<file path="src/rtl/nonce_fifo.sv">
// Result FIFO with registered head; a push is visible one cycle later.
// A push to a full FIFO is accepted only when a pop happens in the same cycle; pops on empty are ignored.
module nonce_fifo #(
  parameter int W     = 32,
  parameter int DEPTH = 4
) (
  input  logic         CLK,
  input  logic         RST,
  input  logic         push,
  input  logic [W-1:0] din,
  input  logic         pop,
  output logic         full,
  output logic         empty,
  output logic [W-1:0] head
);
  localparam int AW = $clog2(DEPTH);
  localparam logic [AW:0] FULL_CNT = (AW+1)'(DEPTH);

  logic [W-1:0]  mem [DEPTH];
  logic [AW-1:0] wr_ptr, rd_ptr, rd_next;
  logic [AW:0]   count, remain, count_next;
  logic          push_ok, pop_ok;

  assign full       = (count == FULL_CNT);
  assign empty      = (count == '0);
  assign pop_ok     = pop && !empty;
  assign push_ok    = push && (!full || pop_ok);
  assign rd_next    = rd_ptr + AW'(pop_ok);
  assign remain     = count - (AW+1)'(pop_ok);
  assign count_next = remain + (AW+1)'(push_ok);

  always_ff @(posedge CLK) begin
    if (push_ok) mem[wr_ptr] <= din;
  end

  always_ff @(posedge CLK or posedge RST) begin
    if (RST) begin
      wr_ptr <= '0;
      rd_ptr <= '0;
      count  <= '0;
      head   <= '0;
    end else begin
      wr_ptr <= wr_ptr + AW'(push_ok);
      rd_ptr <= rd_next;
      count  <= count_next;
      // The entry being written becomes head when nothing older remains; empty keeps the last head.
      if (count_next != '0) head <= (remain == '0) ? din : mem[rd_next];
    end
  end
endmodule

</file>
<file path="config.mk">
export PLATFORM = sky130hd
export DESIGN_NAME = nonce_fifo
export DESIGN_NICKNAME = d
export VERILOG_FILES = /design/src/rtl/nonce_fifo.sv
export SDC_FILE = /design/constraint.sdc
export NUM_CORES = 1
export LEC_CHECK = 0
export ABC_AREA = 0
export BUFFER_PORTS_ARGS = -buffer_cell sky130_fd_sc_hd__clkbuf_2
export CAP_MARGIN = 20
export CELL_PAD_IN_SITES_DETAIL_PLACEMENT = 0
export CELL_PAD_IN_SITES_GLOBAL_PLACEMENT = 1
export CORE_MARGIN = 2
export CORE_UTILIZATION = 45
export DETAILED_ROUTE_END_ITERATION = 12
export PLACE_DENSITY = 0.86
export SLEW_MARGIN = 40
export SYNTH_ARGS = -nofsm -noshare
export SYNTH_HDL_FRONTEND = slang
export SYNTH_SLANG_ARGS = --single-unit
export TNS_END_PERCENT = 50
</file>
<file path="constraint.sdc">
create_clock -name CLK -period 3.9 [get_ports CLK]
set_clock_uncertainty 0.2 [all_clocks]
set_input_delay 0.195 -clock CLK [delete_from_list [all_inputs] [get_ports CLK]]
set_output_delay 0.195 -clock CLK [all_outputs]
set_load 0.1 [all_outputs]
</file>
==> results.yml <==
run_status:
  outcome: "finished, final reports clean"
die:
  die_h_um: 124
  start_util_pct: 46.4
  die-area_mm2: 0.0154
  core_mm2: 0.0140
  row_count: 43
  die_w_um: 124
  pin_count: 70
logic_synthesis:
  synth_nets: 420
  avgSynthCellArea_um2: 17.2
  synth_area_mm2: 0.00648
  netlist_instances: 378
  yosysUniqueCellTypes: 24
  yosys_warnings: 0
  ys_seq_elements: 167
  ys_seq_area_share_pct: 74.3
finish:
  filler_cell_count: 1089
  utilization_pct: 56.7
  diodes: 0
  final_common_cell: "edfxtp_1"
  final_cell_mix: "128 x edfxtp_1, 69 x clkbuf_2, 65 x nand2_1"
  num-nets-final: 530
  syn2layout_area_growth_pct: 22.3
  drive_above_1_share_pct: 29.5
  multiInputGateArea_mm2: 0.00156
  regArea_mm2: 0.00482
placement:
  io_buffers: 69
  gp_congestion: 0.690
  place_hpwl_um: 7120
timing:
  fmax_mhz: 316
  fin_crit_sh_pct: 81.1
  finalSetupTns_ns: 0
  finalSetupViolCount: 0
  tightest_slew_ns: 0.684
  min_period_ns: 3.16
  hold_viol: 0
  rsz0062_at_grt: "no"
  slew_violations: 0
  slew_headroom_pct: 54.4
setup_path:
  startpoint_type: "flop"
  rr_worst_depth: 9
  worst_path_largest_cell_delay_ns: 0.67
  critical_path_buf_inv_count: 1
  critPathCaptureType: "flop"
  rrSetupSlack_ns: 0.74
  reg2reg_from: "count[2]"
  cpMaxStageDelayCell: "and3_1"
  crit_arrival_ns: 3.30
  cpMostUsedCell: "ha_1"
  cp.required_ns: 4.03
  r2r-end: "head[23]"
  worstPathCellList: "nor3_2, nor2b_1, ha_1, ha_1, xnor2_2, and3_1, buf_4, nand2_1, a31oi_1"
  cp_top_family: "simple AND/OR/NAND/NOR gates"
  crit_fanout: 19
  critical_path_class: "reg -> reg"
drt:
  drc: 0
  viasPerCell: 5.22
  wl_per_cell_um: 18.2
  drt_wl_total_um: 12400
  antenna_left: 0
  first_pass_iters: 4
  drtIter0Drc: 310
  num_vias: 3554
global_route:
  top_usage_layer: "met2"
  grt_pass1_vias: 3677
  antenna_found_initial: 0
  grt-ovfl-total: 0
  met3_usage_pct: 5.59
  grt_use_total_pct: 17.8
  grt_pass1_wl_um: 19600
  use_met1_pct: 23.4
  grt_max_degree: 40
  met2_usage_pct: 28.8
hold_path:
  hold_class: "in -> reg"
  whs_endpoint: "wr_ptr[0]"
  min_from: "push"
  min_path_cells: 4
clock_tree:
  cts_tree: "built"
  clk_pin_slew_ns: 0.06
  htreeDepth: 4
  cts_sinks: 167
  cts_made_buffers: 17
  post_cts.repair.setup_buffers: 0
  cts-root-buf: "clkbuf_16"
  clk_latency_ns: 0.42
  cts_max_path_buffers: 2
run:
  maxCapViolCount: 0
[kinds of logic after synthesis]
logic type,synth area share [%]
flops,74.3
simple gates,6.64
compound gates,3.16
fa+ha+maj,1.16
mux,11.5
xor+xnor,0.772
buf+inv,2.49
[final cells by class]
| type | instances | area share, % |
|---|---|---|
| clock buffers | 22 | 5.85 |
| repair buffers | 111 | 9.53 |
| clock inverters | 10 | 1.01 |
| multi-input cells | 184 | 19.6 |
| well taps | 180 | 2.84 |
| flip-flops and latches | 167 | 60.8 |
| inverters | 7 | 0.363 |
[metrics by stage]
step	instances	instance area (um2)	worst slack, ns	hold slack, ns
after floorplan	378	6490	0.0785	0.0939
after global placement	616	7040	0.825	0.226
final	681	7930	0.738	0.0877
after global routing	681	7930	0.550	0.118
after detailed placement	616	7050	0.750	0.0845
after CTS	681	7920	0.736	0.0717
[state kept, by name, indices dropped and copies added, names as in the netlist]
signal / count
rd_ptr: 2
count: 3
mem: 128
head: 32
wr_ptr: 2
[synth_stat cells]
| cell type | n | area [um2] |
|---|---|---|
| mux2i_4 | 1 | 22.5 |
| clkbuf_1 | 3 | 11.3 |
| xnor2_1 | 1 | 8.76 |
| dfrtp_1 | 39 | 976 |
| mux4_2 | 32 | 721 |
| nand3_1 | 1 | 5.00 |
| buf_4 | 8 | 60.1 |
| buf_2 | 6 | 30.0 |
| nor3b_1 | 2 | 15.0 |
| xor2_2 | 1 | 16.3 |
| nor3_1 | 3 | 15.0 |
| a31oi_1 | 32 | 200 |
| or3b_2 | 1 | 8.76 |
| o21ai_1 | 1 | 5.00 |
| nor2b_1 | 1 | 6.26 |
| xor2_1 | 1 | 8.76 |
| ha_1 | 6 | 75.1 |
| nand2_1 | 65 | 244 |
| nor2_1 | 33 | 124 |
| inv_1 | 7 | 26.3 |
| xnor2_2 | 1 | 16.3 |
| edfxtp_1 | 128 | 3840 |
| buf_6 | 3 | 33.8 |
| and3_1 | 2 | 12.5 |
[how the worst max path moves through the flow]
| stage | start | to | slack, ns | cells past startpoint |
|---|---|---|---|---|
| floorplan | count[2] | head[3] | 0.08 | 11 |
| global route | count[1] | head[20] | 0.55 | 10 |
| CTS | count[1] | head[14] | 0.74 | 10 |
| finish | count[2] | head[23] | 0.74 | 9 |
| global placement | count[2] | head[0] | 0.82 | 9 |
| detailed placement | count[1] | head[14] | 0.75 | 10 |
[per-layer routing]
metal / routed length (um) / share of wire (%)
met2: 6210 / 50
met1: 5300 / 43
met5: 0 / 0
met3: 826 / 6.7
met4: 71 / 0.57
[what timing repair did]
| item | CTS | global route |
|---|---|---|
| gates resized for setup | 0 | 0 |
| hold endpoints to repair | 199 | 0 |
| hold buffers | 33 | 0 |
[tightest hold or removal path, stage by stage]
cell,delay (ns)
clkbuf_2,0.07
o21ai_1,0.13
inv_1,0.14
ha_1,0.13
Power is not shown: default switching activity piles up to over one toggle a cycle in this logic, so the estimate is an artifact.
